[config.mk]
export PLATFORM = sky130hd
export DESIGN_NAME = rd_bank_router_flat
export DESIGN_NICKNAME = d
export VERILOG_FILES = /design/src/rtl/rd_bank_router_pkg.sv /design/src/rtl/rd_bank_router_if.sv /design/src/rtl/rd_bank_router_sync_fifo.sv /design/src/rtl/rd_bank_router.sv /design/src/flat_wrapper.sv
export SDC_FILE = /design/constraint.sdc
export NUM_CORES = 1
export LEC_CHECK = 0
export CAP_MARGIN = 20
export CORE_UTILIZATION = 45
export CTS_CLUSTER_DIAMETER = 80
export DETAILED_ROUTE_END_ITERATION = 8
export PLACE_DENSITY = 0.74
export RECOVER_POWER = 50
export SLEW_MARGIN = 10
export SYNTH_ARGS = -nofsm -noshare
export SYNTH_HDL_FRONTEND = slang
export SYNTH_SLANG_ARGS = --single-unit
[constraint.sdc]
create_clock -name clk -period 5.1 [get_ports clk]
set_clock_uncertainty 0.2 [all_clocks]
set_input_delay 1.53 -clock clk [delete_from_list [all_inputs] [get_ports clk]]
set_output_delay 1.53 -clock clk [all_outputs]
set_load 0.02 [all_outputs]
[src/rtl/rd_bank_router_pkg.sv]
// ---------------------------------------------------------------------------
// mbfft_rd_pkg
//  Shared defaults and types for the FFT read-data stage (rd_bank_router).
//  DEF_* constants are the default configuration; RW and PW are the rotation
//  and FIFO pointer widths for that default configuration. Modules that take
//  these as parameters recompute their own widths locally.
// ---------------------------------------------------------------------------
package mbfft_rd_pkg;

  localparam int DEF_DATA_W     = 32;
  localparam int DEF_NUM_BANKS  = 2;
  localparam int DEF_FIFO_DEPTH = 4;

  localparam int RW = $clog2(DEF_NUM_BANKS);
  localparam int PW = $clog2(DEF_FIFO_DEPTH);

  // One complex sample: real in the upper half, imag in the lower half.
  typedef logic [DEF_DATA_W-1:0] lane_t;

endpackage

[src/rtl/rd_bank_router_if.sv]
// ---------------------------------------------------------------------------
// rd_bank_router_if
//  Lane-vector output stream of rd_bank_router.
//  Signals:
//    out_valid_o  router -> consumer  out_data_o holds a valid lane vector
//    out_ready_i  consumer -> router  consumer accepts the vector
//    out_data_o   router -> consumer  lane k at [k*DATA_W +: DATA_W]
//  Handshake: a vector transfers on a cycle where out_valid_o and out_ready_i
//  are both 1. While out_valid_o=1 and out_ready_i=0, out_valid_o and
//  out_data_o stay unchanged. out_valid_o never depends on out_ready_i.
//  Modports: master = router side, slave = consumer side.
// ---------------------------------------------------------------------------
interface rd_bank_router_if
  import mbfft_rd_pkg::*;
#(
  parameter int DATA_W    = DEF_DATA_W,
  parameter int NUM_BANKS = DEF_NUM_BANKS
) ();

  logic                          out_valid_o;
  logic                          out_ready_i;
  logic [NUM_BANKS*DATA_W-1:0]   out_data_o;

  modport master (
    output out_valid_o,
    output out_data_o,
    input  out_ready_i
  );

  modport slave (
    input  out_valid_o,
    input  out_data_o,
    output out_ready_i
  );

endinterface

[src/rtl/rd_bank_router_sync_fifo.sv]
// ---------------------------------------------------------------------------
// rd_sync_fifo
//  Registered-storage synchronous FIFO with a first-word-fall-through head.
//  Ports:
//    clk, rstn   clock, async active-low reset
//    flush_i     sync clear of pointers and count (wins over push/pop)
//    push_i      write din_i (ignored when full and not popping)
//    din_i       write data
//    pop_i       remove head (ignored when empty)
//    dout_o      head entry, forced to 0 while empty
//    valid_o     FIFO holds at least one entry
//    count_o     number of stored entries
//  DEPTH must be a power of 2 so the pointers wrap naturally.
// ---------------------------------------------------------------------------
module rd_sync_fifo
  import mbfft_rd_pkg::*;
#(
  parameter int W     = 64,
  parameter int DEPTH = DEF_FIFO_DEPTH
) (
  input  logic                       clk,
  input  logic                       rstn,
  input  logic                       flush_i,
  input  logic                       push_i,
  input  logic [W-1:0]               din_i,
  input  logic                       pop_i,
  output logic [W-1:0]               dout_o,
  output logic                       valid_o,
  output logic [$clog2(DEPTH):0]     count_o
);

  localparam int PTR_W = $clog2(DEPTH);

  logic [W-1:0]     mem_q [DEPTH];
  logic [PTR_W-1:0] wr_ptr_q, wr_ptr_d;
  logic [PTR_W-1:0] rd_ptr_q, rd_ptr_d;
  logic [PTR_W:0]   count_q, count_d;
  logic             do_push, do_pop;

  assign do_pop  = pop_i && (count_q != '0);
  // A pop frees a slot in the same cycle, so a full FIFO may still take a push.
  assign do_push = push_i && ((count_q != (PTR_W+1)'(DEPTH)) || do_pop);

  always_comb begin
    wr_ptr_d = wr_ptr_q;
    rd_ptr_d = rd_ptr_q;
    count_d  = count_q;
    if (flush_i) begin
      wr_ptr_d = '0;
      rd_ptr_d = '0;
      count_d  = '0;
    end else begin
      if (do_push) wr_ptr_d = wr_ptr_q + PTR_W'(1);
      if (do_pop)  rd_ptr_d = rd_ptr_q + PTR_W'(1);
      case ({do_push, do_pop})
        2'b10:   count_d = count_q + (PTR_W+1)'(1);
        2'b01:   count_d = count_q - (PTR_W+1)'(1);
        default: count_d = count_q;
      endcase
    end
  end

  always_ff @(posedge clk or negedge rstn) begin
    if (!rstn) begin
      wr_ptr_q <= '0;
      rd_ptr_q <= '0;
      count_q  <= '0;
    end else begin
      wr_ptr_q <= wr_ptr_d;
      rd_ptr_q <= rd_ptr_d;
      count_q  <= count_d;
    end
  end

  // Storage needs no reset: nothing reads it until the count says it is filled.
  always_ff @(posedge clk) begin
    if (do_push && !flush_i) mem_q[wr_ptr_q] <= din_i;
  end

  assign valid_o = (count_q != '0);
  assign dout_o  = valid_o ? mem_q[rd_ptr_q] : '0;
  assign count_o = count_q;

endmodule

[src/rtl/rd_bank_router.sv]
// ---------------------------------------------------------------------------
// rd_bank_router
//  Read-data stage of the memory-based FFT. Bank outputs arriving RD_LAT
//  cycles after a read is issued are rotated into butterfly lanes using the
//  rotation captured at issue time, then buffered in a credit-protected
//  FIFO so the butterfly can stall.
//  Ports:
//    clk, rstn     clock, async active-low reset
//    rd_req_i      read issued to all banks this cycle
//    rot_i         lane rotation for this request
//    conj_i        conjugate request (present only with RD_CONJ_EN)
//    flush_i       sync flush of in-flight reads and buffered vectors
//    data_bank_i   bank b at [b*DATA_W +: DATA_W]
//    credit_ok_o   upstream may issue a read this cycle
//    overflow_o    sticky: a read was issued without credit
//    out_if        lane-vector output stream (master side)
//  Build option: define RD_CONJ_EN to add conj_i and the conjugate path
//  (imag half negated, most negative value saturates to most positive).
// ---------------------------------------------------------------------------
module rd_bank_router
  import mbfft_rd_pkg::*;
#(
  parameter int DATA_W     = DEF_DATA_W,
  parameter int NUM_BANKS  = DEF_NUM_BANKS,
  parameter int RD_LAT     = 1,
  parameter int FIFO_DEPTH = DEF_FIFO_DEPTH
) (
  input  logic                          clk,
  input  logic                          rstn,
  input  logic                          rd_req_i,
  input  logic [$clog2(NUM_BANKS)-1:0]  rot_i,
`ifdef RD_CONJ_EN
  input  logic                          conj_i,
`endif
  input  logic                          flush_i,
  input  logic [NUM_BANKS*DATA_W-1:0]   data_bank_i,
  output logic                          credit_ok_o,
  output logic                          overflow_o,
  rd_bank_router_if.master              out_if
);

  localparam int ROT_W  = $clog2(NUM_BANKS);
  localparam int PTR_W  = $clog2(FIFO_DEPTH);
  // Wide enough for fifo count plus every tag stage.
  localparam int CNT_W  = PTR_W + 2;
  localparam int HALF_W = DATA_W / 2;
  localparam int VEC_W  = NUM_BANKS * DATA_W;

  // ---------------- tag pipe ----------------
  logic [RD_LAT-1:0] vld_q;
  logic [ROT_W-1:0]  rot_q [RD_LAT];
  logic              tag_vld_d;

  // Flush discards any request issued in the same cycle.
  assign tag_vld_d = rd_req_i && credit_ok_o && !flush_i;

  always_ff @(posedge clk or negedge rstn) begin
    if (!rstn) begin
      vld_q <= '0;
      for (int s = 0; s < RD_LAT; s++) rot_q[s] <= '0;
    end else if (flush_i) begin
      vld_q <= '0;
    end else begin
      vld_q[0] <= tag_vld_d;
      rot_q[0] <= rot_i;
      for (int s = 1; s < RD_LAT; s++) begin
        vld_q[s] <= vld_q[s-1];
        rot_q[s] <= rot_q[s-1];
      end
    end
  end

`ifdef RD_CONJ_EN
  logic [RD_LAT-1:0] conj_q;

  always_ff @(posedge clk or negedge rstn) begin
    if (!rstn) begin
      conj_q <= '0;
    end else if (!flush_i) begin
      conj_q[0] <= conj_i;
      for (int s = 1; s < RD_LAT; s++) conj_q[s] <= conj_q[s-1];
    end
  end

  // Negate imag; -(most negative) is not representable, so clamp it.
  function automatic logic [DATA_W-1:0] conj_lane(input logic [DATA_W-1:0] x);
    logic [HALF_W-1:0] im;
    logic [HALF_W-1:0] neg;
    im = x[HALF_W-1:0];
    if (im == {1'b1, {(HALF_W-1){1'b0}}}) neg = {1'b0, {(HALF_W-1){1'b1}}};
    else                                  neg = -im;
    return {x[DATA_W-1:HALF_W], neg};
  endfunction
`endif

  // ---------------- rotator ----------------
  logic [ROT_W-1:0]  rot_last;
  logic [ROT_W-1:0]  src_idx;
  logic [DATA_W-1:0] lane;
  logic [VEC_W-1:0]  lanes;

  assign rot_last = rot_q[RD_LAT-1];

  // lane k = bank[(k + rot) mod NUM_BANKS]; the mod is free at ROT_W bits.
  always_comb begin
    src_idx = '0;
    lane    = '0;
    lanes   = '0;
    for (int k = 0; k < NUM_BANKS; k++) begin
      src_idx = ROT_W'(k) + rot_last;
      lane    = data_bank_i[src_idx*DATA_W +: DATA_W];
`ifdef RD_CONJ_EN
      if (conj_q[RD_LAT-1]) lane = conj_lane(lane);
`endif
      lanes[k*DATA_W +: DATA_W] = lane;
    end
  end

  // ---------------- FIFO ----------------
  logic [PTR_W:0] fifo_cnt;

  rd_sync_fifo #(
    .W     (VEC_W),
    .DEPTH (FIFO_DEPTH)
  ) u_fifo (
    .clk     (clk),
    .rstn    (rstn),
    .flush_i (flush_i),
    .push_i  (vld_q[RD_LAT-1]),
    .din_i   (lanes),
    .pop_i   (out_if.out_ready_i),
    .dout_o  (out_if.out_data_o),
    .valid_o (out_if.out_valid_o),
    .count_o (fifo_cnt)
  );

  // ---------------- credit ----------------
  // Every valid tag stage owns a FIFO slot, so the sum never exceeds the depth.
  // Pops only show up through fifo_cnt one cycle later.
  logic [CNT_W-1:0] inflight;

  always_comb begin
    inflight = '0;
    for (int s = 0; s < RD_LAT; s++) inflight = inflight + CNT_W'(vld_q[s]);
  end

  assign credit_ok_o = (inflight + CNT_W'(fifo_cnt)) < CNT_W'(FIFO_DEPTH);

  // ---------------- overflow ----------------
  logic ovf_q, ovf_d;

  assign ovf_d = ovf_q || (rd_req_i && !credit_ok_o && !flush_i);

  always_ff @(posedge clk or negedge rstn) begin
    if (!rstn) ovf_q <= 1'b0;
    else       ovf_q <= ovf_d;
  end

  assign overflow_o = ovf_q;

endmodule

[src/flat_wrapper.sv]
// flat-port wrapper written by rule: the top's interface ports become plain ports
module rd_bank_router_flat import mbfft_rd_pkg::*;
#(
  parameter int DATA_W     = DEF_DATA_W,
  parameter int NUM_BANKS  = DEF_NUM_BANKS,
  parameter int RD_LAT     = 1,
  parameter int FIFO_DEPTH = DEF_FIFO_DEPTH
)
  (clk, rstn, rd_req_i, rot_i, flush_i, data_bank_i, credit_ok_o, overflow_o, out_if_out_valid_o, out_if_out_data_o, out_if_out_ready_i);
  rd_bank_router_if #(.DATA_W(DATA_W), .NUM_BANKS(NUM_BANKS)) out_if_i ();
  input  logic clk;
  input  logic rstn;
  input  logic rd_req_i;
  input  logic [$clog2(NUM_BANKS)-1:0] rot_i;
  input  logic flush_i;
  input  logic [NUM_BANKS*DATA_W-1:0] data_bank_i;
  output logic credit_ok_o;
  output logic overflow_o;
  output wire logic [$bits(out_if_i.out_valid_o)-1:0] out_if_out_valid_o;
  output wire logic [$bits(out_if_i.out_data_o)-1:0] out_if_out_data_o;
  input wire logic [$bits(out_if_i.out_ready_i)-1:0] out_if_out_ready_i;
  assign out_if_out_valid_o = out_if_i.out_valid_o;
  assign out_if_out_data_o = out_if_i.out_data_o;
  assign out_if_i.out_ready_i = out_if_out_ready_i;
  rd_bank_router #(.DATA_W(DATA_W), .NUM_BANKS(NUM_BANKS), .RD_LAT(RD_LAT), .FIFO_DEPTH(FIFO_DEPTH)) u_core (.clk(clk), .rstn(rstn), .rd_req_i(rd_req_i), .rot_i(rot_i), .flush_i(flush_i), .data_bank_i(data_bank_i), .credit_ok_o(credit_ok_o), .overflow_o(overflow_o), .out_if(out_if_i));
endmodule
-- Yosys cells after proc, flatten, opt, wreduce, memory -nomap -nowiden
Memories as Yosys holds them, arrays and structs flattened.
Index checks and enable logic that the tools add are counted.
- add/subtract/negate cells: 6
- $lt $le $gt $ge: 1
- eq/ne operators: 3
- shift operators: 2
- mux-type cells: 10
- reductions and logical operators: 15
- operators with widths (cell ; number):
    $shiftx A64 B7 Y32 ; 2
    $mux W64 ; 1
    $mux W2 ; 4
    $logic_and A1 B1 Y1 ; 7
    $pmux W3 S2 ; 1
    $reduce_bool A3 Y1 ; 2
    $add A1 B3 Y4 ; 1
    $add A2 B1 Y2 const B ; 2
    $lt A4 B3 Y1 const B ; 1
    $reduce_bool A2 Y1 ; 2
    $add A3 B1 Y3 const B ; 1
    $mux W1 ; 3
    $mux W3 ; 1
    $ne A3 B3 Y1 const B ; 1
    $sub A3 B1 Y3 const B ; 1
    $eq A2 B1 Y1 const B ; 1
    $eq A2 B2 Y1 const B ; 1
    $logic_not A1 Y1 ; 2
    $logic_or A1 B1 Y1 ; 2
    $add A1 B1 Y1 const A ; 1
- register bits after elaboration: 10
- bits in writable memories: 256
- output and inout port bits: 67
- logic and storage cells: 44
- memories: 1
- memories (name ; words ; width ; rd ports ; clocked after Yosys merged registers in ; wr ports ; line ; RTL):
    u_core.u_fifo.mem_q ; 4 ; 64 ; 1 ; 0 ; 1 ; rd_bank_router_sync_fifo.sv:34 ; logic [W-1:0] mem_q [DEPTH];

-- Depth between registers and ports, before layout
Gate-level depths: netlist (run 1).
- word-level depth: 7
- gate-level depth with buffers: 7
- depth with buffers taken out: 6

-- Modules after synthesis
Synthesis (run 1) repeated with hierarchy kept, for this count alone.
- cells, all modules: 546
- area total of the unflattened synthesis: 11310.8 µm²
- modules (own cells, without submodules) (module ; times used ; cells each ; area each (µm²) ; sequential area each (µm²)):
    rd_sync_fifo ; 1 ; 467 ; 10218.6 ; 7862.5
    rd_bank_router ; 1 ; 79 ; 1092.3 ; 75.1

-- Worst setup path before layout (run 1)
No wires, ideal clock.
- path kind: input-to-reg
- start point: input port out_if_out_ready_i
- end point: memory u_core.u_fifo.mem_q[0][0], enable pin
- data arrival time: 3.357 ns
- path slack: 1.114 ns
- stages on the path: 3
- cells stage by stage: nor4b_1 -> nor3_1 -> and2_1
- cells in the longest elaborated chain, start to end: 6
- RTL lines (element ; line ; RTL):
    start, declared ; flat_wrapper.sv:21 ; input wire logic [$bits(out_if_i.out_ready_i)-1:0] out_if_out_ready_i;
    $logic_and A1 B1 Y1 ; rd_bank_router_sync_fifo.sv:40 ; assign do_pop = pop_i && (count_q != '0);
    $logic_or A1 B1 Y1 ; rd_bank_router_sync_fifo.sv:42 ; assign do_push = push_i && ((count_q != (PTR_W+1)'(DEPTH)) || do_pop);
    $logic_and A1 B1 Y1 ; rd_bank_router_sync_fifo.sv:42 ;
    $logic_and A1 B1 Y1 ; rd_bank_router_sync_fifo.sv:77 ; if (do_push && !flush_i) mem_q[wr_ptr_q] <= din_i;
    $mux W1 ; rd_bank_router_sync_fifo.sv:77 ;
    $mux W1 (not written as such) ; rd_bank_router_sync_fifo.sv:77 ;
    end, declared ; rd_bank_router_sync_fifo.sv:34 ;
No other way between the ends.

-- Worst setup path in the final report (run 1)
- start point: register u_core.u_fifo.rd_ptr_q[0]
- end point: output port out_if_out_data_o[18]
- cells in the longest elaborated chain, start to end: 2
- RTL lines (element ; line ; RTL):
    start, declared ; rd_bank_router_sync_fifo.sv:36 ; logic [PTR_W-1:0] rd_ptr_q, rd_ptr_d;
    start signal, assigned ; rd_bank_router_sync_fifo.sv:70 ; rd_ptr_q <= rd_ptr_d;
    $mem_v2 Z4 W64 ; n/a ;
    $mux W64 ; rd_bank_router_sync_fifo.sv:81 ; assign dout_o = valid_o ? mem_q[rd_ptr_q] : '0;
    end, declared ; flat_wrapper.sv:20 ; output wire logic [$bits(out_if_i.out_data_o)-1:0] out_if_out_data_o;
No other way between the ends.

==> tab_implementation.tex, run 1 <==
\begin{tabular}{lr}
\hline
Metric & Value \\
\hline
\multicolumn{2}{l}{\textbf{Layout}} \\
Signed area change from the synthesized netlist to the final layout & 23.06\% \\
Total number of nets in the final design & 766 \\
Fill cell instance count of the final layout & 1806 \\
Number of diodes & 0 \\
Share of cells above drive strength 1 & between 15 and 20\% \\
\multicolumn{2}{l}{\textbf{Synth}} \\
Syn Inst Count & 548 \\
Most common cell in the netlist & sky130\_fd\_sc\_hd\_\_edfxtp\_1 \\
Cell Area, Synth & 11090 µm² \\
Flip-flop and latch count after synthesis & 266 \\
FFs w/ async S/R, synth & between 3 and 4\% \\
Post-synthesis cell type with the largest combined area & sky130\_fd\_sc\_hd\_\_edfxtp\_1 \\
Top cell type's share of synthesized area & 69.31\% \\
Number of unique standard cell types used by synthesis & 36 \\
Main flop type after synthesis & sky130\_fd\_sc\_hd\_\_edfxtp\_1 \\
Leading cell types by total area after synthesis & sky130\_fd\_sc\_hd\_\_edfxtp\_1 (69\%), sky130\_fd\_sc\_hd\_\_mux4\_2 (13\%), sky130\_fd\_sc\_hd\_\_mux2\_2 (6.6\%) \\
Mean post-synth cell area & 20.24 µm² \\
Net count after synthesis & 623 \\
Top post-synthesis cells by count & sky130\_fd\_sc\_hd\_\_edfxtp\_1 (256), sky130\_fd\_sc\_hd\_\_and2\_1 (68), sky130\_fd\_sc\_hd\_\_mux2\_2 (65) \\
Warnings from Yosys & 0 \\
Sequential-to-total area share from yosys stat & 71.57\% \\
EDFF count, synth & around 260 \\
\multicolumn{2}{l}{\textbf{Drt}} \\
DRC viols & 0 \\
Number of nets still failing antenna checks after routing & 0 \\
DR pass1 iterations & 5 \\
Total wirelength of the detailed-routed design & 20730 µm \\
Iteration-0 DRC count of the detailed router & 592 \\
Detail-routed via count per cell & 5.364 \\
Vias after detailed routing & 5552 \\
Average detailed-routed wire length per instance & approximately 20 µm \\
\multicolumn{2}{l}{\textbf{GRT}} \\
Vias in the first global route & 5857 \\
Global-route usage over all layers & 16.65\% \\
Number of antenna violations at the first check in global routing & 0 \\
First-pass GRT wire length & 32530 µm \\
Pin count of the biggest net entering global routing & 66 \\
Overall overflow remaining after global route & 0 \\
\multicolumn{2}{l}{\textbf{Power}} \\
Switching power total & 1.116 mW \\
Power share of the clock group & 36.6\% \\
Power per cell area & $\sim$360 nW/µm² \\
Combinational group share of total power & 13.0\% \\
Proportion of total power due to net switching & 22.41\% \\
Highest ir drop seen on vdd & around 0.00022 V \\
Internal & just under 4 mW \\
Lkg Pwr & 4.342 nW \\
Sequential fraction of design power & 50.4\% \\
Final Total Pwr & around 5.0 mW \\
\multicolumn{2}{l}{\textbf{STA}} \\
Measured slew at the worst slew-check pin & 1860 ps \\
Post-route minimum period & 4542 ps \\
Maximum frequency from static timing analysis & 0.2202 GHz \\
Final-layout setup total negative slack & 0 ps \\
Setup repair after global routing missed its margin & false \\
Number of max-slew violations in the final report & 68 \\
Final period util & 89.06\% \\
Total of endpoints with negative setup slack in the final report & 0 \\
Hold violation count in the final report & 0 \\
Headroom to the max-slew limit & -23.98\% \\
\multicolumn{2}{l}{\textbf{Run status}} \\
Violations in the final reports & max-capacitance violations, max-slew violations \\
Result of the run & complete, but fails checks \\
\multicolumn{2}{l}{\textbf{Critical path}} \\
Category of the most critical setup path & reg -> out \\
Largest stage delay on the critical path & roughly 610 ps \\
Critical register-to-register path endpoint & u\_core.u\_fifo.mem\_q[0][15] \\
Ordered list of cells on the worst path & buf\_12 -> mux4\_2 -> and2\_1 -> clkdlybuf4s50\_1 \\
Buf/Inv on CP & 2 \\
Slack of the worst reg-to-reg path & between 1000 and 1500 ps \\
Worst Path Arrival & 2810 ps \\
Maximum fanout along the worst path & 38 \\
Startpoint of the worst register-to-register path & u\_core.rot\_last \\
CP Capture Type & output port \\
Critical path startpoint & u\_core.u\_fifo.rd\_ptr\_q[0] \\
Last element of the critical path & out\_if\_out\_data\_o[18] \\
Path depth of the worst reg2reg path & 2 \\
Worst path required time & 3370 ps \\
Master of the slowest instance on the critical path & sky130\_fd\_sc\_hd\_\_dfrtp\_4 \\
CP delay by family, top & buffers and inverters \\
Cell count along the critical path & 4 \\
Startpoint types & register \\
\multicolumn{2}{l}{\textbf{Placed design}} \\
Detailed-placement wirelength estimate & 12910 µm \\
Number of input and output port buffers inserted & 136 \\
Final estimated routing congestion in global placement & 0.7193 \\
\multicolumn{2}{l}{\textbf{Hold path}} \\
Tightest Hold Check Type & reg -> reg \\
\multicolumn{2}{l}{\textbf{Floorplan}} \\
Total I/O pin count & about 140 \\
Die W & 159.0 µm \\
Die Area & $\sim$25000 µm² \\
Overall die height & between 150 and 200 µm \\
Core Footprint & $\sim$24000 µm² \\
Starting density of the core & between 40\% and 50\% \\
Number of core rows & 57 \\
\multicolumn{2}{l}{\textbf{Clock tree}} \\
Clock latency on the worst-skew pair & 510 ps \\
Sinks on the clock net & 266 \\
CTS buffer count & 26 \\
TritonCTS clock tree & built \\
CTS root buffer & sky130\_fd\_sc\_hd\_\_clkbuf\_16 \\
Bufs on Longest Clock Path & 3 \\
Resized cells post-CTS & 0 \\
Postcts setup bufs & 0 \\
CTS clock-pin slew for the worst setup and hold paths & 60 ps \\
Number of hold buffers added after cts & 0 \\
CTS H-tree depth & 1 \\
\multicolumn{2}{l}{\textbf{Run}} \\
MaxCap Viol Count & 2 \\
\hline
\end{tabular}
==> power groups by stage <==
| stage | clock network [mW] | registers [mW] | logic (mW) |
|---|---|---|---|
| after CTS | 1.86 | 2.51 | 0.676 |
| after global routing | 1.95 | 2.51 | 0.697 |
| final | 1.82 | 2.51 | 0.650 |
| after detailed placement | 0 | 2.55 | 0.673 |
| after floorplan | 0 | 2.53 | 0.422 |
| after global placement | 0 | 2.55 | 0.657 |
==> layout make-up <==
type	instances	area [µm²]	share of cell area [%]
Sequential cell	266	7943	58.20
Multi-Input combinational cell	244	2958	21.67
Timing Repair Buffer	149	1505	11.03
Clock buffer	30	686.9	5.033
Tap cell	324	405.4	2.970
Clock inverter	18	135.1	0.9901
Inverter	4	15.01	0.1100
==> worst min path at each step <==
stage	cells past startpoint	to	from
floorplan	2	u_core.u_fifo.wr_ptr_q[1]	u_core.u_fifo.wr_ptr_q[1]
global placement	1	u_core.overflow_o	u_core.overflow_o
detailed placement	1	u_core.overflow_o	u_core.overflow_o
CTS	1	u_core.overflow_o	u_core.overflow_o
global route	1	u_core.overflow_o	u_core.overflow_o
finish	1	u_core.overflow_o	u_core.overflow_o
==> per-layer routing <==
metal  GRT usage, %  wire length (µm)  vias up
li1               -                 -     2493
met1          22.40              8713     2849
met2          28.37             10450      186
met3          2.657              1183       24
met4          4.458               381        0
met5              0                 0        -
==> placed cells by master (no fill, tap or decap), drive strengths merged, types with 5 or more instances in the layout <==
cell type      synthesis  final
edfxtp               256    256
clkdlybuf4s50          0    112
and2                  68     68
mux2                  65     65
mux4                  64     64
clkbuf                13     31
dlygate4sd3            0     24
clkinv                 0     14
buf                   21     12
dfrtp                 10     10
nand2b                 6      6
inv                    4      5
==> sequential cells by signal, summed over array words and instances (netlist names) <==
signal and count:
u_core.overflow_o 1, u_core.u_fifo.rd_ptr_q 2, u_core.vld_q 1, u_core.u_fifo.count_o 3
u_core.rot_last 1, u_core.u_fifo.wr_ptr_q 2, u_core.u_fifo.mem_q 256
==> through the flow <==
step	util (%)	setup slack (ps)	cell area [µm²]	cells	hold WS [ps]
2_1_floorplan	-	1114	11090	548	360.4
3_3_place_gp	52.85	1029	12820	986	273.0
3_5_place_dp	52.85	822.4	12820	986	280.3
4_1_cts	56.24	366.8	13640	1034	299.1
5_1_grt	56.28	335.0	13650	1035	323.8
6_report	56.28	557.9	13650	1035	286.4
==> kinds of logic (layout without fill, tap and decap cells) <==
logic type	count (synthesis)	count (layout)	share of synthesized area, %
flip-flops	266	266	71.57
multiplexers	131	131	19.78
AND/OR/NAND/NOR	88	88	4.919
buffers and inverters	38	201	1.816
AO/OA/AOI/OAI	18	18	1.128
adder cells (fa/ha/maj)	5	5	0.6318
XOR/XNOR	2	2	0.1580
No activity file was read; power rests on OpenSTA's default activity.
==> run 2, diff against run 1 <==
--- a/config.mk
+++ b/config.mk
@@ -7,6 +7,7 @@
 export LEC_CHECK = 0
 export CAP_MARGIN = 20
 export CORE_UTILIZATION = 45
+export CTS_BUF_LIST = sky130_fd_sc_hd__clkbuf_4 sky130_fd_sc_hd__clkbuf_8 sky130_fd_sc_hd__clkbuf_16
 export CTS_CLUSTER_DIAMETER = 80
 export DETAILED_ROUTE_END_ITERATION = 8
 export PLACE_DENSITY = 0.74
==> run 2 against run 1 <==
The run still ends with max-capacitance violations, max-slew violations left. Hold slack about the same. Sequential share of layout area about the same. Design area about the same. Sequential cell count unchanged. Sequential power about the same. Die area unchanged. Total power increased by 0.31%. Fmax decreased by 0.18%. Largest power group unchanged.
==> tab_implementation.tex, run 2 (same netlist as run 1, synthesis figures left out) <==
\begin{tabular}{lr}
\hline
Metric & Value \\
\hline
\multicolumn{2}{l}{\textbf{Run status}} \\
Result of the run & complete, but fails checks \\
Violations in the final reports & max-capacitance violations, max-slew violations \\
\multicolumn{2}{l}{\textbf{Floorplan}} \\
Core Footprint & 24250 µm² (unchanged) \\
Die Area & 25280 µm² (unchanged) \\
Total I/O pin count & 137 (unchanged) \\
Number of core rows & 57 (unchanged) \\
Die W & 159.0 µm (unchanged) \\
Overall die height & 159.0 µm (unchanged) \\
Starting density of the core & 45.74\% (unchanged) \\
\multicolumn{2}{l}{\textbf{Layout}} \\
Total number of nets in the final design & 766 (unchanged) \\
Register name with the most flops & u\_core.u\_fifo.mem\_q \\
Number of diodes & 0 (unchanged) \\
Post-route insts no fill & 1035 (unchanged) \\
Leading cell type in the layout, fill and taps excluded & sky130\_fd\_sc\_hd\_\_edfxtp\_1 \\
Most frequent cells in the layout & sky130\_fd\_sc\_hd\_\_edfxtp\_1 (256), sky130\_fd\_sc\_hd\_\_clkdlybuf4s50\_1 (112), sky130\_fd\_sc\_hd\_\_and2\_1 (66) \\
Signed area change from the synthesized netlist to the final layout & 23.16\% (about the same) \\
Share of cells above drive strength 1 & 17.16\% (+0.42 points) \\
Max reg flops & 256 (unchanged) \\
\multicolumn{2}{l}{\textbf{Drt}} \\
Detail-routed via count per cell & 5.362 (about the same) \\
DRC viols & 0 (unchanged) \\
Number of nets still failing antenna checks after routing & 0 (unchanged) \\
Total wirelength of the detailed-routed design & 20710 µm (about the same) \\
Average detailed-routed wire length per instance & 20.01 µm (about the same) \\
Iteration-0 DRC count of the detailed router & 575 (-2.9\%) \\
DR pass1 iterations & 5 (unchanged) \\
Vias after detailed routing & 5550 (-0.036\%) \\
\multicolumn{2}{l}{\textbf{Critical path}} \\
Maximum fanout along the worst path & 38 (unchanged) \\
Critical register-to-register path endpoint & u\_core.u\_fifo.mem\_q[0][15] \\
Worst Path Arrival & 2820 ps (about the same) \\
CP Capture Type & output port \\
Slack of the worst reg-to-reg path & 1310 ps (about the same) \\
Startpoint types & register \\
Startpoint of the worst register-to-register path & u\_core.rot\_last \\
Worst path required time & 3370 ps (about the same) \\
Category of the most critical setup path & reg -> out \\
Path depth of the worst reg2reg path & 2 (unchanged) \\
\multicolumn{2}{l}{\textbf{Clock tree}} \\
Bufs on Longest Clock Path & 3 (unchanged) \\
Resized cells post-CTS & 0 (unchanged) \\
Postcts setup bufs & 0 (unchanged) \\
CTS root buffer & sky130\_fd\_sc\_hd\_\_clkbuf\_16 \\
TritonCTS clock tree & built \\
CTS H-tree depth & 1 (unchanged) \\
CTS buffer count & 26 (unchanged) \\
CTS clock-pin slew for the worst setup and hold paths & 60 ps (about the same) \\
Sinks on the clock net & 266 (unchanged) \\
Clock latency on the worst-skew pair & 510 ps (about the same) \\
Number of hold buffers added after cts & 0 (unchanged) \\
\multicolumn{2}{l}{\textbf{GRT}} \\
First-pass GRT wire length & 32530 µm (unchanged) \\
Overall overflow remaining after global route & 0 (unchanged) \\
Number of antenna violations at the first check in global routing & 0 (unchanged) \\
Vias in the first global route & 5856 (-0.017\%) \\
Pin count of the biggest net entering global routing & 66 (unchanged) \\
Global-route usage over all layers & 16.64\% (about the same) \\
\multicolumn{2}{l}{\textbf{Power}} \\
Highest ir drop seen on vdd & 0.0002172 V (about the same) \\
Power per cell area & 365.6 nW/µm² (+0.23\%) \\
Lkg Pwr & 4.352 nW (+0.24\%) \\
\multicolumn{2}{l}{\textbf{STA}} \\
Number of max-slew violations in the final report & 68 (unchanged) \\
Hold violation count in the final report & 0 (unchanged) \\
Headroom to the max-slew limit & -23.57\% (+0.41 points) \\
Setup repair after global routing missed its margin & false \\
Final-layout setup total negative slack & 0 ps (unchanged) \\
Total of endpoints with negative setup slack in the final report & 0 (unchanged) \\
Maximum frequency from static timing analysis & 0.2198 GHz (-0.18\%) \\
Post-route minimum period & 4551 ps (+8.419 ps) \\
Measured slew at the worst slew-check pin & 1854 ps (-6.217 ps) \\
Final period util & 89.23\% (+0.17 points) \\
\multicolumn{2}{l}{\textbf{Hold path}} \\
Worst min-delay path startpoint & u\_core.overflow\_o \\
Tightest Hold Check Type & reg -> reg \\
End point of the worst hold path & u\_core.overflow\_o \\
Depth of the worst hold-timing path & 1 (unchanged) \\
\multicolumn{2}{l}{\textbf{Placed design}} \\
Final estimated routing congestion in global placement & 0.7193 (unchanged) \\
Detailed-placement wirelength estimate & 12910 µm (unchanged) \\
Dpl cells & 986 (unchanged) \\
Number of input and output port buffers inserted & 136 (unchanged) \\
\multicolumn{2}{l}{\textbf{Run}} \\
MaxCap Viol Count & 2 (unchanged) \\
\hline
\end{tabular}
-- run 2: changes by cell type in the layout (fill, tap and decap cells not counted) --
cell                       before  now
sky130_fd_sc_hd__clkbuf_4       0    3
sky130_fd_sc_hd__clkbuf_1       4    1
-- run 2: power by group --
group / internal (mW) / leakage (nW) / switching [mW]
clock network: 1.08 / 0.413 / 0.759
logic: 0.332 / 1.50 / 0.317
registers: 2.47 / 2.44 / 0.0393
total: 3.88 / 4.35 / 1.12
-- run 2: how the worst max path moves through the flow --
stage	startpoint	endpoint	slack, ps	cells past startpoint
global route	out_if_out_ready_i	u_core.u_fifo.mem_q[2][40]	340	5
floorplan	out_if_out_ready_i	u_core.u_fifo.mem_q[0][0]	1110	3
CTS	u_core.u_fifo.count_o[0]	out_if_out_data_o[0]	370	3
global placement	out_if_out_ready_i	u_core.u_fifo.mem_q[1][7]	1030	5
finish	u_core.u_fifo.rd_ptr_q[0]	out_if_out_data_o[18]	550	4
detailed placement	out_if_out_ready_i	u_core.u_fifo.mem_q[2][7]	820	5
-- run 2: routing by layer --
| metal | global-route usage [%] | share of wire (%) | up-vias |
|---|---|---|---|
| met5 | 0 | 0 | - |
| met4 | 4.458 | 1.9 | 0 |
| met3 | 2.657 | 5.7 | 26 |
| met2 | 28.37 | 51 | 172 |
| met1 | 22.38 | 42 | 2859 |
| li1 | - | - | 2493 |
-- run 2: metrics by stage --
| step | hold WS [ps] | util, % | worst slack, ps | instance area (µm²) | power [mW] |
|---|---|---|---|---|---|
| final | 286.4 | 56.33 | 549.5 | 13660 | 4.994 |
| after CTS | 299.1 | 56.29 | 366.8 | 13650 | 5.060 |
| after floorplan | 360.4 | - | 1114 | 11090 | 2.950 |
| after detailed placement | 280.3 | 52.85 | 822.4 | 12820 | 3.228 |
| after global routing | 323.8 | 56.33 | 335.0 | 13660 | 5.172 |
| after global placement | 273.0 | 52.85 | 1029 | 12820 | 3.207 |
-- run 2: critical path, stage by stage (launching register included) --
cell and delay (ps):
sky130_fd_sc_hd__dfrtp_4 620, sky130_fd_sc_hd__buf_12 340, sky130_fd_sc_hd__mux4_2 610, sky130_fd_sc_hd__and2_1 190
sky130_fd_sc_hd__clkdlybuf4s50_1 530
-- run 2: cell type report --
type                       count  area [µm²]
clock inverter                18       135.1
clock buffer                  30       698.2
sequential                   266        7943
multi-input combinational    244        2958
fill                        1809       10590
inverter                       4       15.01
tap                          324       405.4
timing repair buffer         149        1505
==> run 3, diff against run 2 <==
--- a/config.mk
+++ b/config.mk
@@ -6,6 +6,8 @@
 export NUM_CORES = 1
 export LEC_CHECK = 0
 export CAP_MARGIN = 20
+export CORE_ASPECT_RATIO = 1.1
+export CORE_MARGIN = 5
 export CORE_UTILIZATION = 45
 export CTS_BUF_LIST = sky130_fd_sc_hd__clkbuf_4 sky130_fd_sc_hd__clkbuf_8 sky130_fd_sc_hd__clkbuf_16
 export CTS_CLUSTER_DIAMETER = 80
==> constraint.sdc (replaced) <==
create_clock -name clk -period 5.1 [get_ports clk]
set_clock_uncertainty 0.2 [all_clocks]
set_input_delay 1.53 -clock clk [delete_from_list [all_inputs] [get_ports clk]]
set_output_delay 1.53 -clock clk [all_outputs]
set_load 0.1 [all_outputs]
==> run 3 against run 2 <==
The flow still finishes with violations (max-capacitance violations, max-slew violations). Clock power about the same. Fmax up 3.3%. Via count down 0.22%. Critical path type unchanged. Largest power group unchanged. Die area up 10%. Hold slack better by 5.0 ps. First-iteration DRC count down 31%.
==> tab_implementation.tex, run 3 (same netlist as run 1, synthesis figures left out) <==
\begin{tabular}{lr}
\hline
Metric & Value \\
\hline
\multicolumn{2}{l}{\textbf{Power}} \\
Power per cell area & 398.3 nW/µm² (+8.9\%) \\
Final Total Pwr & 5.357 mW (+7.3\%) \\
Lkg Pwr & 4.431 nW (+1.8\%) \\
Highest ir drop seen on vdd & 0.0002832 V (+30\%) \\
\multicolumn{2}{l}{\textbf{Critical path}} \\
Worst path required time & 3370 ps (about the same) \\
CP Capture Type & output port \\
Ordered list of cells on the worst path & buf\_12 -> mux4\_2 -> and2\_1 -> buf\_4 \\
Path depth of the worst reg2reg path & 2 (unchanged) \\
Worst Path Arrival & 2670 ps (-150 ps) \\
Startpoint of the worst register-to-register path & u\_core.rot\_last \\
Critical register-to-register path endpoint & u\_core.u\_fifo.mem\_q[1][0] \\
Largest stage delay on the critical path & 690 ps (+70 ps) \\
Slack of the worst reg-to-reg path & 1300 ps (about the same) \\
Master of the slowest instance on the critical path & sky130\_fd\_sc\_hd\_\_dfrtp\_4 \\
CP delay by family, top & flip-flops \\
Maximum fanout along the worst path & 48 (+26\%) \\
Category of the most critical setup path & reg -> out \\
Buf/Inv on CP & 2 (unchanged) \\
Startpoint types & register \\
\multicolumn{2}{l}{\textbf{GRT}} \\
Pin count of the biggest net entering global routing & 65 (-1.5\%) \\
First-pass GRT wire length & 34560 µm (+6.3\%) \\
Global-route usage over all layers & 15.80\% (-0.84 points) \\
Vias in the first global route & 6036 (+3.1\%) \\
Overall overflow remaining after global route & 0 (unchanged) \\
Number of antenna violations at the first check in global routing & 0 (unchanged) \\
\multicolumn{2}{l}{\textbf{Layout}} \\
Max reg flops & 256 (unchanged) \\
Area occupied by multi-input gates & 2960 µm² (about the same) \\
Leading cell type in the layout, fill and taps excluded & sky130\_fd\_sc\_hd\_\_edfxtp\_1 \\
Register name with the most flops & u\_core.u\_fifo.mem\_q \\
Storage cell area & 7943 µm² (unchanged) \\
Total number of nets in the final design & 760 (-0.78\%) \\
Number of diodes & 0 (unchanged) \\
Share of cells above drive strength 1 & 25.75\% (+8.6 points) \\
Most frequent cells in the layout & sky130\_fd\_sc\_hd\_\_edfxtp\_1 (256), sky130\_fd\_sc\_hd\_\_buf\_4 (65), sky130\_fd\_sc\_hd\_\_mux2\_1 (64), sky130\_fd\_sc\_hd\_\_mux4\_2 (64), sky130\_fd\_sc\_hd\_\_and2\_1 (64) \\
Signed area change from the synthesized netlist to the final layout & 21.28\% \\
Fill cell instance count of the final layout & 1804 (-0.28\%) \\
\multicolumn{2}{l}{\textbf{STA}} \\
Maximum frequency from static timing analysis & 0.2270 GHz (+3.3\%) \\
Headroom to the max-slew limit & -35.87\% (-12 points) \\
Total of endpoints with negative setup slack in the final report & 0 (unchanged) \\
Setup repair after global routing missed its margin & false \\
Post-route minimum period & 4405 ps (-145.6 ps) \\
Hold violation count in the final report & 0 (unchanged) \\
Final period util & 86.37\% (-2.9 points) \\
Final-layout setup total negative slack & 0 ps (unchanged) \\
Number of max-slew violations in the final report & 36 (-47\%) \\
Measured slew at the worst slew-check pin & 2038 ps (+184.4 ps) \\
Slack of the critical path & 695.1 ps (+145.6 ps) \\
\multicolumn{2}{l}{\textbf{Hold path}} \\
Worst min-delay path startpoint & u\_core.overflow\_o \\
Tightest Hold Check Type & reg -> reg \\
Depth of the worst hold-timing path & 1 (unchanged) \\
End point of the worst hold path & u\_core.overflow\_o \\
\multicolumn{2}{l}{\textbf{Run status}} \\
Result of the run & complete, but fails checks \\
Violations in the final reports & max-capacitance violations, max-slew violations \\
\multicolumn{2}{l}{\textbf{Drt}} \\
Number of nets still failing antenna checks after routing & 0 (unchanged) \\
Iteration-0 DRC count of the detailed router & 399 (-31\%) \\
Metal-1 WL & 8822 µm (+1.8\%) \\
DR pass1 iterations & 5 (unchanged) \\
Average detailed-routed wire length per instance & 21.72 µm (+8.5\%) \\
Met3 WL & 1385 µm (+18\%) \\
Detail-routed via count per cell & 5.467 (+2.0\%) \\
DRC viols & 0 (unchanged) \\
Sum of met2 wire segment lengths after detailed routing & 11440 µm (+9.2\%) \\
Uppermost layer routed & met4 \\
Vias after detailed routing & 5538 (-0.22\%) \\
Total wirelength of the detailed-routed design & 22000 µm (+6.2\%) \\
\multicolumn{2}{l}{\textbf{Floorplan}} \\
Overall die height & 174.7 µm (+9.8\%) \\
Die W & 159.7 µm (+0.44\%) \\
Die Area & 27890 µm² (+10\%) \\
Core Footprint & 24400 µm² (+0.62\%) \\
Starting density of the core & 45.46\% (-0.28 points) \\
Number of core rows & 60 (+5.3\%) \\
Total I/O pin count & 137 (unchanged) \\
\multicolumn{2}{l}{\textbf{Clock tree}} \\
CTS clock-pin slew for the worst setup and hold paths & 60 ps (about the same) \\
Number of hold buffers added after cts & 0 (unchanged) \\
Bufs on Longest Clock Path & 3 (unchanged) \\
Resized cells post-CTS & 0 (unchanged) \\
CTS root buffer & sky130\_fd\_sc\_hd\_\_clkbuf\_16 \\
TritonCTS clock tree & built \\
Sinks on the clock net & 266 (unchanged) \\
CTS H-tree depth & 1 (unchanged) \\
Postcts setup bufs & 0 (unchanged) \\
Clock latency on the worst-skew pair & 510 ps (about the same) \\
CTS buffer count & 25 (-3.8\%) \\
\multicolumn{2}{l}{\textbf{Run}} \\
MaxCap Viol Count & 1 (-1) \\
\multicolumn{2}{l}{\textbf{Placed design}} \\
Pre-CTS WS & 872.8 ps (+50.32 ps) \\
Detailed-placement wirelength estimate & 13780 µm (+6.8\%) \\
Final estimated routing congestion in global placement & 0.7520 (+4.5\%) \\
Number of input and output port buffers inserted & 136 (unchanged) \\
\hline
\end{tabular}
run 3: cell types whose count changed in the layout (fill, tap and decap cells not counted), sizes merged:
cell	delta
buf	+59
bufinv	+1
clkinv	-5
dlygate4sd3	-6
clkbuf	+1
clkdlybuf4s50	-58
run 3: power breakdown:
part           switching (mW)  total [mW]  leakage, nW  internal (mW)
combinational           0.722        1.03         1.59          0.306
sequential             0.0391        2.51         2.44           2.47
clock                   0.739        1.82        0.399           1.08
total                    1.50        5.36         4.43           3.86
run 3: metrics by stage:
| stage | hold WS (ps) | cells | utilization [%] | instance area [µm²] |
|---|---|---|---|---|
| floorplan | 360.4 | 548 | - | 11090 |
| global placement | 263.7 | 968 | 51.83 | 12650 |
| detailed placement | 270.3 | 968 | 51.83 | 12650 |
| CTS | 292.2 | 1013 | 55.16 | 13460 |
| global route | 312.0 | 1013 | 55.13 | 13450 |
| finish | 291.4 | 1013 | 55.13 | 13450 |
run 3: final cells by class:
type,count,share of cell area [%]
flip-flops and latches,266,59.05
well taps,310,2.884
inverters,4,0.1116
multi-input cells,244,22.01
clock inverters,14,1.051
repair buffers,144,9.907
clock buffers,31,4.986
run 3: worst max-delay path by stage:
stage                                    from  slack (ps)  cells past startpoint                         end
floorplan            u_core.u_fifo.count_o[1]         890                      4       out_if_out_data_o[54]
global placement           out_if_out_ready_i        1000                      5  u_core.u_fifo.mem_q[1][39]
detailed placement         out_if_out_ready_i         870                      5  u_core.u_fifo.mem_q[0][42]
CTS                 u_core.u_fifo.rd_ptr_q[0]         620                      4       out_if_out_data_o[53]
global route        u_core.u_fifo.rd_ptr_q[0]         520                      4       out_if_out_data_o[49]
finish              u_core.u_fifo.rd_ptr_q[0]         700                      4       out_if_out_data_o[33]
run 3: metal layers:
layer | vias up | GRT usage [%]
li1 | 2474 | -
met1 | 2856 | 20.58
met2 | 176 | 28.30
met3 | 32 | 2.524
met4 | 0 | 3.291
met5 | - | 0
==> patch 1: new RTL, config.mk and constraints of run 2 <==
Set the package constant `DEF_NUM_BANKS` to 4 (it was 2).
--- a/src/rtl/rd_bank_router_pkg.sv
+++ b/src/rtl/rd_bank_router_pkg.sv
@@ -9,5 +9,5 @@
 
   localparam int DEF_DATA_W     = 32;
-  localparam int DEF_NUM_BANKS  = 2;
+  localparam int DEF_NUM_BANKS  = 4;
   localparam int DEF_FIFO_DEPTH = 4;
 
Interface: changed (resized data_bank_i, out_if_out_data_o and rot_i); port bits go from 137 to 266. No check against the original RTL was run, so the function may have changed too.
==> patch 1 against run 2 <==
- the flow still finishes with violations (capacitance limit, slew limit)
- sequential cell count grew 257
- core utilization is 0.35 points lower
- routed wire length up 130%
- cell area increased by 110%
- critical endpoint is now out_if_out_data_o[13]
- largest cell class unchanged
- synthesized area increased by 110%
- largest power group unchanged
- power up 110%
- setup slack worse by 0.13 ns
- die area rose by 110%
==> patch 1: results (changes against run 2) <==
* Worst-Skew Late Latency at 0.59 ns (+0.08 ns)
* CTS root buf: clkbuf_16
* Total CTS buffers at 53 (+100%)
* Metal2 WL at 23,830 um (+130%)
* VDD IR max at 242.5 uV (+12%)
* H-tree levels at 2 (+1)
* Starting DRC count in detailed routing at 880 (+53%)
* Gpl congestion at 0.7379 (+2.6%)
* Port buffer count at 265 (+95%)
* Max_cap viols at 3 (+1)
* Synth area leaders: edfxtp_1 (67%), mux4_2 (25%), and2_1 (3.6%), dfrtp_1 (1.2%), buf_2 (0.93%)
* Cell Int Power at 8.029 mW (+110%)
* Vias in the first global route at 12,360 (+110%)
* Synth async-reset ratio at 0.02103 (-0.01656)
* Worst EP arrival at 2.95 ns (+0.13 ns)
* Synthesized Nets at 1,181 (+90%)
* Pre-CTS setup slack at 0.9546 ns (+0.1322 ns)
* Slowest Stage Delay on Critical Path at 0.67 ns (+0.05 ns)
* GRT Total Usage at 0.1864 (+0.02002)
* Highest metal used: met5
* CP max FO at 39 (+2.6%)
* Max FFs per register at 512 (+100%)
* Max-slew violations at 166 (+140%)
* Failing checks: capacitance limit, slew limit
* Wire per inst at 23.68 um (+18%)
* Routed vias/inst at 5.800 (+8.2%)
* WL met3 at 2773 um (+140%)
* Hpwl dp at 28,950 um (+120%)
* EDFF count, synth at 512 (+100%)
* Yosys cell types at 36 (unchanged)
* Layout net count at 1,448 (+89%)
* LEAKAGE at 8.752 nW (+100%)
* Hold path depth at 1 (unchanged)
* First-pass GRT wire length at 73,800 um (+130%)
* Least-Margin Pin Slew at 3.276 ns (+1.422 ns)
* CP delay by family, top: buffers and inverters
* Filler Cells Inserted at 3,735 (+110%)
* WL met1 at 20,380 um (+140%)
* Sequential area share after synthesis at 0.6782 (-0.03751)
* Largest net degree at the start of global routing at 88 (+33%)
* Status: finished with violations
* Most frequent cells after synthesis: edfxtp_1 (512), mux4_2 (256), and2_1 (132)
* Initial antenna violation count at 3 (+3)
* R2R depth at 2 (unchanged)
* Share of cells above drive strength 1 at 0.2776 (+0.1060)
-- patch 1: through the flow --
stage	area (um^2)	total power [mW]	std cells	utilization	hold WS (ns)
6_report	28200	10.44	2024	0.5598	0.2816
5_1_grt	28200	10.81	2024	0.5598	0.2987
4_1_cts	28260	10.56	2023	0.5609	0.2907
3_5_place_dp	26520	6.736	1925	0.5265	0.2730
3_3_place_gp	26520	6.700	1925	0.5265	0.2644
2_1_floorplan	23080	6.087	1041	-	0.3604
-- patch 1: worst paths after layout --
check	startpoint	endpoint	slack (ns)
worst min register to register	u_core.overflow_o	u_core.overflow_o	0.28
worst max-delay path	u_core.u_fifo.rd_ptr_q[0]	out_if_out_data_o[13]	0.42
min in group asynchronous	rstn	u_core.u_fifo.rd_ptr_q[0]	1.19
worst min-delay path	u_core.overflow_o	u_core.overflow_o	0.28
max in group asynchronous	rstn	u_core.u_fifo.rd_ptr_q[1]	3.06
worst max register to register	u_core.rot_last[1]	u_core.u_fifo.mem_q[1][46]	0.72
-- patch 1: cell type report --
cell class	count	area share
clock inverters	29	0.008741
clock buffers	69	0.05276
well taps	672	0.02982
flip-flops and latches	523	0.5554
diodes	1	0.00008874
inverters	4	0.0005324
repair buffers	289	0.1054
multi-input cells	437	0.2473
-- patch 1: cells by family after synthesis --
logic type / count (synthesis) / synth area share
flip-flops: 523 / 0.6782
multiplexers: 260 / 0.2517
AND/OR/NAND/NOR: 152 / 0.04099
buffers and inverters: 81 / 0.01990
AO/OA/AOI/OAI: 18 / 0.005423
adder cells (fa/ha/maj): 5 / 0.003037
XOR/XNOR: 2 / 0.0007592
-- patch 1: worst register-to-register path: stages (launching register included) --
cell and delay, ns:
dfrtp_1 2.55, buf_4 0.72, mux4_2 0.63
-- patch 1: power by group through the flow --
stage / Combinational [mW] / Clock [mW] / Sequential, mW
final: 1.61 / 3.81 / 5.02
after CTS: 1.63 / 3.90 / 5.02
after floorplan: 1.04 / 0 / 5.04
after global placement: 1.59 / 0 / 5.11
after global routing: 1.72 / 4.06 / 5.03
after detailed placement: 1.62 / 0 / 5.11
-- patch 1: layer usage --
layer / GRT usage / vias up
li1: - / 4988
met1: 0.2563 / 6295
met2: 0.3047 / 390
met3: 0.03568 / 63
met4: 0.05495 / 4
met5: 0 / -
==> patch 2: new RTL, flow settings as in run 2 <==
Without the edit above. Register the output `credit_ok_o`, cleared by the reset; this adds one clock of latency there. The other outputs are not delayed to match. Comments in the files are not updated.
--- a/src/rtl/rd_bank_router.sv
+++ b/src/rtl/rd_bank_router.sv
@@ -47,4 +47,6 @@
   localparam int VEC_W  = NUM_BANKS * DATA_W;
 
+  logic credit_ok_d;
+
   // ---------------- tag pipe ----------------
   logic [RD_LAT-1:0] vld_q;
@@ -53,5 +55,5 @@
 
   // Flush discards any request issued in the same cycle.
-  assign tag_vld_d = rd_req_i && credit_ok_o && !flush_i;
+  assign tag_vld_d = rd_req_i && credit_ok_d && !flush_i;
 
   always_ff @(posedge clk or negedge rstn) begin
@@ -145,10 +147,10 @@
   end
 
-  assign credit_ok_o = (inflight + CNT_W'(fifo_cnt)) < CNT_W'(FIFO_DEPTH);
+  assign credit_ok_d = (inflight + CNT_W'(fifo_cnt)) < CNT_W'(FIFO_DEPTH);
 
   // ---------------- overflow ----------------
   logic ovf_q, ovf_d;
 
-  assign ovf_d = ovf_q || (rd_req_i && !credit_ok_o && !flush_i);
+  assign ovf_d = ovf_q || (rd_req_i && !credit_ok_d && !flush_i);
 
   always_ff @(posedge clk or negedge rstn) begin
@@ -159,4 +161,12 @@
   assign overflow_o = ovf_q;
 
+  always_ff @(posedge clk or negedge rstn) begin
+    if (!rstn) begin
+      credit_ok_o <= '0;
+    end else begin
+      credit_ok_o <= credit_ok_d;
+    end
+  end
+
 endmodule
 
Formal check against the unedited RTL: not equivalent (a bounded check fails within 4 cycles, from zero or initial values and one cycle with rstn low).
==> patch 2 against run 2 <==
- the flow still finishes with violations (capacitance limit, slew limit)
- setup slack got worse by 0.10 ns
- highest routed layer unchanged
- cell area is essentially flat
- sequential cell count up 1
- routed wire length fell by 2.8%
- synthesized area grew 0.23%
- power down 0.47%
- sequential power hardly changed
- die area increased by 0.22%
==> patch 2: results (changes against run 2) <==
* First-pass GRT wire length at 32,090 um (-1.4%)
* Status: finished with violations
* Wire per inst at 19.56 um (-2.3%)
* Synthesized Nets at 624 (+0.16%)
* Sequential area share after synthesis at 0.7163 (about the same)
* Failing checks: capacitance limit, slew limit
* VDD IR max at 184.6 uV (-15%)
* LEAKAGE at 4.334 nW (-0.41%)
* Hpwl dp at 12,630 um (-2.1%)
* Layout net count at 763 (-0.39%)
* GRT Total Usage at 0.1631 (-0.003347)
* Filler Cells Inserted at 1,841 (+1.8%)
* Worst slew margin at -0.4254 (-0.1897)
* Post-synthesis instance total at 549 (+0.18%)
* Dpl cells at 984 (-0.20%)
* Max_cap viols at 3 (+1)
* CP max FO at 65 (+71%)
* Flop-to-flop setup slack at 1.24 ns (-0.07 ns)
* Terminus of the critical flop-to-flop path: u_core.u_fifo.mem_q[0][53]
* Pre-CTS setup slack at 0.8877 ns (+0.06526 ns)
* Gpl congestion at 0.7367 (+2.4%)
* Starting DRC count in detailed routing at 304 (-47%)
* Vias in the first global route at 5,846 (-0.17%)
* Synth async-reset ratio at 0.04120 (+0.003605)
* Share of cells above drive strength 1 at 0.1716 (about the same)
* Detailed-route via count at 5,456 (-1.7%)
* Finished Layout Cells at 1,029 (-0.58%)
* Max-slew violations at 97 (+43%)
## patch 2: layer usage
layer | GRT usage | wire length, um
met5 | 0 | 0
met4 | 0.03671 | 298
met3 | 0.02605 | 951
met2 | 0.2743 | 9995
met1 | 0.2253 | 8882
## patch 2: cell type report
class                           instances  area, um^2  area share
Clock buffer                           29       690.7     0.05052
Clock inverter                         16       133.9    0.009793
Tap cell                              324       405.4     0.02965
Sequential cell                       267        7968      0.5828
Timing Repair Buffer                  145        1500      0.1097
Inverter                                4       15.01    0.001098
Multi-Input combinational cell        244        2958      0.2164
## patch 2: worst max-delay path by stage
stage	cells after the start	slack (ns)	to	from
floorplan	3	1.11	u_core.u_fifo.mem_q[0][0]	out_if_out_ready_i
global placement	3	1.05	out_if_out_data_o[49]	u_core.u_fifo.count_o[0]
detailed placement	5	0.89	u_core.u_fifo.mem_q[3][10]	out_if_out_ready_i
CTS	3	0.41	out_if_out_data_o[0]	u_core.u_fifo.count_o[2]
global route	5	0.26	u_core.u_fifo.mem_q[2][10]	out_if_out_ready_i
finish	3	0.45	out_if_out_data_o[0]	u_core.u_fifo.count_o[2]
## patch 2: kinds of logic after synthesis
logic type / after synthesis / synth area share
buffers and inverters: 38 / 0.01812
multiplexers: 131 / 0.1973
adder cells (fa/ha/maj): 5 / 0.006304
AO/OA/AOI/OAI: 18 / 0.01126
XOR/XNOR: 2 / 0.001576
AND/OR/NAND/NOR: 88 / 0.04908
flip-flops: 267 / 0.7163
## patch 2: through the flow
stage / hold WS (ns) / instance area (um^2) / power, mW
finish: 0.2735 / 13670 / 4.971
global placement: 0.2682 / 12860 / 3.215
floorplan: 0.3604 / 11120 / 2.959
detailed placement: 0.2733 / 12860 / 3.233
CTS: 0.2877 / 13680 / 5.041
global route: 0.3123 / 13670 / 5.151
## patch 2: where the power goes
group,switching [mW],internal (mW)
sequential,0.0360,2.48
combinational,0.315,0.330
clock,0.743,1.07
total,1.09,3.88
## patch 2: worst max-delay path: stages (launching register included)
cell and delay, ns:
dfrtp_1 0.59, or3_2 0.88, and2_1 0.31, clkdlybuf4s50_1 0.62
